$ cat config.mk
export PLATFORM = sky130hd
export DESIGN_NAME = key_event_gen_flat
export DESIGN_NICKNAME = d
export VERILOG_FILES = /design/src/rtl/key_event_gen_if.sv /design/src/rtl/key_event_gen.sv /design/src/flat_wrapper.sv
export SDC_FILE = /design/constraint.sdc
export NUM_CORES = 1
export LEC_CHECK = 0
export BUFFER_PORTS_ARGS = -buffer_cell sky130_fd_sc_hd__buf_2
export CORE_ASPECT_RATIO = 0.5
export CORE_UTILIZATION = 35
export DETAILED_ROUTE_END_ITERATION = 12
export PLACE_DENSITY = 0.6
export RECOVER_POWER = 100
export SYNTH_ARGS = -nofsm -noshare
export SYNTH_HDL_FRONTEND = slang
export SYNTH_SLANG_ARGS = --single-unit
$ cat constraint.sdc
create_clock -name clk -period 3.5 [get_ports clk]
set_clock_uncertainty 0.15 [all_clocks]
set_input_delay 0 -clock clk [delete_from_list [all_inputs] [get_ports clk]]
set_output_delay 0 -clock clk [all_outputs]
set_load 0.1 [all_outputs]
$ cat src/rtl/key_event_gen_if.sv
// Purpose: key bundle between the pushbutton pins and the clock-setting logic.
// Latency: none, wires only.
// Backpressure: none; events are single-cycle pulses that the consumer must take.
interface key_event_gen_if #(
  parameter int N_KEYS = 4
);

  logic [N_KEYS-1:0] key_n;        // raw keys, 0 = pressed, asynchronous
  logic [N_KEYS-1:0] key_level;    // debounced level, 1 = pressed
  logic [N_KEYS-1:0] key_press;    // one-cycle pulse on debounced press
  logic [N_KEYS-1:0] key_release;  // one-cycle pulse on debounced release
  logic [N_KEYS-1:0] key_repeat;   // one-cycle pulse per auto-repeat tick
  logic [N_KEYS-1:0] key_evt;      // key_press | key_repeat

  // Key source side: drives the raw pins and observes the events.
  modport master (
    output key_n,
    input  key_level,
    input  key_press,
    input  key_release,
    input  key_repeat,
    input  key_evt
  );

  // Event generator side.
  modport slave (
    input  key_n,
    output key_level,
    output key_press,
    output key_release,
    output key_repeat,
    output key_evt
  );

endinterface

$ cat src/rtl/key_event_gen.sv
// Purpose: per-key 2-FF sync, debounce, press/release pulses and auto-repeat.
// Latency: key_n edge to key_level/key_press is 2 + DEBOUNCE_CYC cycles; all outputs registered.
// Backpressure: none; every event is a one-cycle pulse that the consumer must take.
module key_event_gen #(
  parameter int                N_KEYS           = 4,
  parameter int                DEBOUNCE_CYC     = 1_000_000,
  parameter int                REPEAT_DELAY_CYC = 25_000_000,
  parameter int                REPEAT_RATE_CYC  = 5_000_000,
  parameter logic [N_KEYS-1:0] REPEAT_EN        = {N_KEYS{1'b1}},
  parameter int                CNT_W            = 25
) (
  input  logic             clk,
  input  logic             rst_n,
  key_event_gen_if.slave   bus
);

  // Terminal counts. A counter that has reached *_LAST fires on the next edge.
  localparam logic [CNT_W-1:0] DEB_LAST  = CNT_W'(DEBOUNCE_CYC - 1);
  localparam logic [CNT_W-1:0] DLY_LAST  = CNT_W'(REPEAT_DELAY_CYC - 1);
  localparam logic [CNT_W-1:0] RATE_LAST = CNT_W'(REPEAT_RATE_CYC - 1);

  typedef enum logic [1:0] {
    RPT_IDLE,
    RPT_DELAY,
    RPT_REPEAT
  } rpt_state_e;

  // Synchronizer, kept in raw key polarity so reset (1) means "released".
  logic [N_KEYS-1:0] sync0_q;
  logic [N_KEYS-1:0] sync1_q;
  logic [N_KEYS-1:0] sampled;      // 1 = pressed

  // Debounce state.
  logic [CNT_W-1:0]  db_cnt_q [N_KEYS];
  logic [N_KEYS-1:0] level_q;
  logic [N_KEYS-1:0] press_q;
  logic [N_KEYS-1:0] release_q;

  // Auto-repeat state.
  rpt_state_e        rpt_st_q  [N_KEYS];
  logic [CNT_W-1:0]  rpt_cnt_q [N_KEYS];
  logic [N_KEYS-1:0] repeat_q;
  logic [N_KEYS-1:0] evt_q;

  // Next-state decode shared by the debounce and repeat blocks.
  logic [N_KEYS-1:0] db_diff;
  logic [N_KEYS-1:0] db_hit;
  logic [N_KEYS-1:0] press_d;
  logic [N_KEYS-1:0] release_d;
  logic [N_KEYS-1:0] repeat_d;

  assign sampled = ~sync1_q;

  // Two-flop synchronizer for the asynchronous key pins.
  always_ff @(posedge clk or negedge rst_n) begin
    if (!rst_n) begin
      sync0_q <= '1;
      sync1_q <= '1;
    end else begin
      sync0_q <= bus.key_n;
      sync1_q <= sync0_q;
    end
  end

  // Decode debounce completion and repeat ticks for every key this cycle.
  always_comb begin
    db_diff   = '0;
    db_hit    = '0;
    press_d   = '0;
    release_d = '0;
    repeat_d  = '0;
    for (int k = 0; k < N_KEYS; k++) begin
      db_diff[k]   = sampled[k] ^ level_q[k];
      db_hit[k]    = db_diff[k] && (db_cnt_q[k] == DEB_LAST);
      press_d[k]   = db_hit[k] & ~level_q[k];
      release_d[k] = db_hit[k] &  level_q[k];
      // A release in the same cycle wins: no tick in or after the release cycle.
      repeat_d[k]  = !release_d[k] &&
                     (((rpt_st_q[k] == RPT_DELAY)  && (rpt_cnt_q[k] == DLY_LAST)) ||
                      ((rpt_st_q[k] == RPT_REPEAT) && (rpt_cnt_q[k] == RATE_LAST)));
    end
  end

  // Debounce: count consecutive cycles the synced key disagrees with the level;
  // any agreement restarts the count, reaching the terminal count flips the level.
  always_ff @(posedge clk or negedge rst_n) begin
    if (!rst_n) begin
      level_q   <= '0;
      press_q   <= '0;
      release_q <= '0;
      for (int k = 0; k < N_KEYS; k++) begin
        db_cnt_q[k] <= '0;
      end
    end else begin
      level_q   <= level_q ^ db_hit;
      press_q   <= press_d;
      release_q <= release_d;
      for (int k = 0; k < N_KEYS; k++) begin
        if (!db_diff[k] || db_hit[k]) begin
          db_cnt_q[k] <= '0;
        end else begin
          db_cnt_q[k] <= db_cnt_q[k] + CNT_W'(1);
        end
      end
    end
  end

  // Auto-repeat FSM per key: initial delay after the press, then a fixed rate
  // until release. The counter restarts after every tick so holds are unbounded.
  always_ff @(posedge clk or negedge rst_n) begin
    if (!rst_n) begin
      repeat_q <= '0;
      evt_q    <= '0;
      for (int k = 0; k < N_KEYS; k++) begin
        rpt_st_q[k]  <= RPT_IDLE;
        rpt_cnt_q[k] <= '0;
      end
    end else begin
      repeat_q <= repeat_d;
      evt_q    <= press_d | repeat_d;
      for (int k = 0; k < N_KEYS; k++) begin
        if (release_d[k]) begin
          rpt_st_q[k]  <= RPT_IDLE;
          rpt_cnt_q[k] <= '0;
        end else begin
          case (rpt_st_q[k])
            RPT_IDLE: begin
              rpt_cnt_q[k] <= '0;
              if (press_d[k] && REPEAT_EN[k]) begin
                rpt_st_q[k] <= RPT_DELAY;
              end
            end
            RPT_DELAY: begin
              if (repeat_d[k]) begin
                rpt_st_q[k]  <= RPT_REPEAT;
                rpt_cnt_q[k] <= '0;
              end else begin
                rpt_cnt_q[k] <= rpt_cnt_q[k] + CNT_W'(1);
              end
            end
            RPT_REPEAT: begin
              if (repeat_d[k]) begin
                rpt_cnt_q[k] <= '0;
              end else begin
                rpt_cnt_q[k] <= rpt_cnt_q[k] + CNT_W'(1);
              end
            end
            default: begin
              rpt_st_q[k]  <= RPT_IDLE;
              rpt_cnt_q[k] <= '0;
            end
          endcase
        end
      end
    end
  end

  assign bus.key_level   = level_q;
  assign bus.key_press   = press_q;
  assign bus.key_release = release_q;
  assign bus.key_repeat  = repeat_q;
  assign bus.key_evt     = evt_q;

endmodule

$ cat src/flat_wrapper.sv
// flat-port wrapper written by rule: the top's interface ports become plain ports
module key_event_gen_flat 
#(
  parameter int                N_KEYS           = 4,
  parameter int                DEBOUNCE_CYC     = 1_000_000,
  parameter int                REPEAT_DELAY_CYC = 25_000_000,
  parameter int                REPEAT_RATE_CYC  = 5_000_000,
  parameter logic [N_KEYS-1:0] REPEAT_EN        = {N_KEYS{1'b1}},
  parameter int                CNT_W            = 25
)
  (clk, rst_n, bus_key_n, bus_key_level, bus_key_press, bus_key_release, bus_key_repeat, bus_key_evt);
  key_event_gen_if #(.N_KEYS(N_KEYS)) bus_i ();
  input  logic clk;
  input  logic rst_n;
  input wire logic [$bits(bus_i.key_n)-1:0] bus_key_n;
  output wire logic [$bits(bus_i.key_level)-1:0] bus_key_level;
  output wire logic [$bits(bus_i.key_press)-1:0] bus_key_press;
  output wire logic [$bits(bus_i.key_release)-1:0] bus_key_release;
  output wire logic [$bits(bus_i.key_repeat)-1:0] bus_key_repeat;
  output wire logic [$bits(bus_i.key_evt)-1:0] bus_key_evt;
  assign bus_i.key_n = bus_key_n;
  assign bus_key_level = bus_i.key_level;
  assign bus_key_press = bus_i.key_press;
  assign bus_key_release = bus_i.key_release;
  assign bus_key_repeat = bus_i.key_repeat;
  assign bus_key_evt = bus_i.key_evt;
  key_event_gen #(.N_KEYS(N_KEYS), .DEBOUNCE_CYC(DEBOUNCE_CYC), .REPEAT_DELAY_CYC(REPEAT_DELAY_CYC), .REPEAT_RATE_CYC(REPEAT_RATE_CYC), .REPEAT_EN(REPEAT_EN), .CNT_W(CNT_W)) u_core (.clk(clk), .rst_n(rst_n), .bus(bus_i));
endmodule
==> impl_metrics.toml <==
[setup_path]
reg2regPathDepth = 10
worstPathRequired_ns = 3.81
cp_max_fo = 6
r2r_start = "u_core.db_cnt_q[75]"
r2r_end = "u_core.rpt_st_q[7]"
r2r_slack_ns = 0.36
critPathLaunchType = "flip-flop"
worstSetupEndpointType = "flip-flop"
path_class = "reg2reg"
worstPathArrival_ns = 3.46

[logic_synthesis]
synth_nets = 1288
syn-mean-instance-area_um2 = 9.98
synthAdderAreaFrac_pct = 3.21
synth-simple-area-share_pct = 27.7
async_flop_share_pct = 100
synth-compound-area-share_pct = 11.3
ys_types = 57
yosysWarnings = 0
synth_commonest_cells = "dfrtp_1, xor2_1, nor2_1"
synthCells = 1250
yosysMostFrequentCell = "dfrtp_1"
synth_edf_count = 0
yosys.area_share.xor_xnor_pct = 7.23
synth_top_family_by_area = "simple AND/OR/NAND/NOR gates"
synth_area_um2 = 12500
yosysSeqAreaShare_pct = 47.4
synth_largest_area_cell = "dfrtp_1"
yosys-top-cells-area = "dfrtp_1, xor2_1, nand4_1"
synth_flop_cell = "dfrtp_1"
synth_mux_area_share_pct = 0
synth_seq_cells = 236
yosysTopAreaCellShare_pct = 45.7

[global_route]
antenna_found_initial = 0
grt_max_degree = 135
grt_pass1_vias = 9581
grt.total_usage_pct = 15.5
grt_pass1_wl_um = 47500
grt_overflow = 0

[place]
place.gp.congestion = 0.811
portBuffers = 25
dp_hpwl_um = 18400
dp_worst_setup_slack_ns = 0.349

[layout]
fill_cells = 3306
drive_gt1_share_pct = 6.96
layout.nets = 1313
seq_area_um2 = 5920
diodes = 0
area_delta_synth_final_pct = 12.2
multiInputGateArea_um2 = 6160

[clock_network]
cts_tree = "done"
clk_pin_slew_ns = 0.06
h-tree-depth = 1
clockBufferDepth = 3
cts_setup_buffers = 0
cts_root_buf = "clkbuf_16"
cts_buffers = 25
clk_latency_ns = 0.53
clock-sinks = 236

[power]
p_sw_share_pct = 21.6
pwr-share-seq_pct = 47.9
p_comb_share_pct = 1.9
power_density_nw_per_um2 = 412
ir_drop_uv = 325
p_clk_share_pct = 50.1
leakage_nw = 5.33
p_int_mw = 4.52
switchingPower_mw = 1.24

[floorplanning]
core_region_area_um2 = 34800
io_pins = 26
initial_core_util_pct = 35.9
die_x_um = 269
die_h_um = 135
row_count = 48
die_area_um2 = 36400

[timing]
final.setup.tns_ns = 0
hold_violations = 0
slew_violations = 135
fin_crit_ns = 3.14
relSlewSlack_pct = -22.6
layout_setup_ws_ns = 0.355
setup_viol = 0
min_period_over_period_pct = 89.8
rsz0062_at_grt = "false"
clock.fmax_ghz = 0.318
worstMarginPinSlew_ns = 1.84

[route]
drtIter0Drc = 670
avgRoutedWirePerCell_um = 15.6
route.antenna.remaining_nets = 0
first_pass_iters = 5
finalWirelength_um = 27500
remaining_drc_errors = 0
num_vias = 9994
viasPerCell = 5.65

[outcome]
violations = "capacitance limit, slew limit"
status = "finished with violations"

[worst_hold_path]
holdCritStartpoint = "bus_key_n[0]"
hp-class = "in2reg"
holdPathStages = 2
worstHoldEndpoint = "u_core.sync0_q[0]"

[run]
cap_violations = 1
[per-layer routing]
layer | wire (um) | vias to the layer above | part of all wire, % | track usage [%]
met4 | 726 | 0 | 2.6 | 4.55
met3 | 1060 | 48 | 3.9 | 2.40
met2 | 12900 | 196 | 47 | 25.2
met1 | 12800 | 4974 | 47 | 21.3
li1 | - | 4776 | - | -
met5 | 0 | - | 0 | 0
[power groups by stage]
| stage | clock network, mW | logic, mW | registers [mW] |
|---|---|---|---|
| finish | 2.89 | 0.112 | 2.76 |
| global route | 3.08 | 0.132 | 2.76 |
| CTS | 2.97 | 0.127 | 2.76 |
| detailed placement | 0 | 0.120 | 2.81 |
| global placement | 0 | 0.115 | 2.81 |
| floorplan | 0 | 0.0390 | 2.81 |
[cell families after synthesis]
| kind of cell | after synthesis |
|---|---|
| AO/OA/AOI/OAI | 203 |
| XOR/XNOR | 103 |
| adder cells (fa/ha/maj) | 32 |
| buffers and inverters | 93 |
| flip-flops | 236 |
| AND/OR/NAND/NOR | 583 |
[flip-flops by register name, summed over array words and instances, names as in the netlist]
signal                  cells
u_core.db_cnt_q           100
u_core.rpt_cnt_q          100
u_core.rpt_st_q             8
u_core.bus.key_evt          4
u_core.bus.key_level        4
u_core.bus.key_press        4
u_core.bus.key_release      4
u_core.bus.key_repeat       4
u_core.sync0_q              4
u_core.sync1_q              4
[through the flow]
stage / hold WS (ns) / instance area (um^2) / util, % / total power [mW] / std cells
finish: 0.00680 / 14000 / 40.3 / 5.76 / 1768
global route: 0.0141 / 14000 / 40.3 / 5.97 / 1768
CTS: 0.00621 / 14100 / 40.6 / 5.86 / 1768
detailed placement: -0.0428 / 13100 / 37.8 / 2.93 / 1715
global placement: -0.0447 / 13100 / 37.8 / 2.92 / 1715
floorplan: -0.446 / 12500 / - / 2.85 / 1250
[area by class of cell]
cell class / instances / share of cell area, %
well taps: 475 / 4.25
multi-input cells: 921 / 44.0
repair buffers: 52 / 2.02
flip-flops and latches: 236 / 42.3
clock buffers: 28 / 4.76
inverters: 39 / 1.05
clock inverters: 17 / 1.67
[worst max path at each step]
stage	start	slack, ns	to
floorplan	u_core.bus.key_level[3]	0.65	u_core.rpt_st_q[1]
global placement	u_core.db_cnt_q[0]	0.50	u_core.rpt_st_q[1]
detailed placement	u_core.db_cnt_q[0]	0.35	u_core.rpt_st_q[1]
CTS	u_core.db_cnt_q[0]	0.34	u_core.rpt_st_q[1]
global route	u_core.db_cnt_q[75]	0.05	u_core.rpt_st_q[7]
finish	u_core.db_cnt_q[75]	0.36	u_core.rpt_st_q[7]
[critical path: stages (launching register included)]
cell and delay (ns):
dfrtp_1 0.40, ha_1 0.24, and4_1 0.35, nand2_1 0.15, nor3_1 0.20, and2_0 0.26, ha_1 0.25, nor2b_1 0.07
or2_2 0.32, a2111oi_0 0.42, o221a_2 0.28
[layout by cell type (no fill, tap or decap), types with 39 or more instances in the layout]
cell type  count
nand3_1       69
or3_1         41
nand4_1       69
inv_1         39
nor3_1        59
or4_1         53
o31ai_1       51
a211oi_1      49
dfrtp_1      228
nand2_1       69
nor2_1        72
a21oi_1       40
xor2_1        74
[timing repair]
action,4_1_cts,5_1_grt
hold buffers,8,0
resized for setup,0,0
hold endpoints to repair,134,0
setup endpoints to repair,0,0
Power figures use the tool's default switching activity.
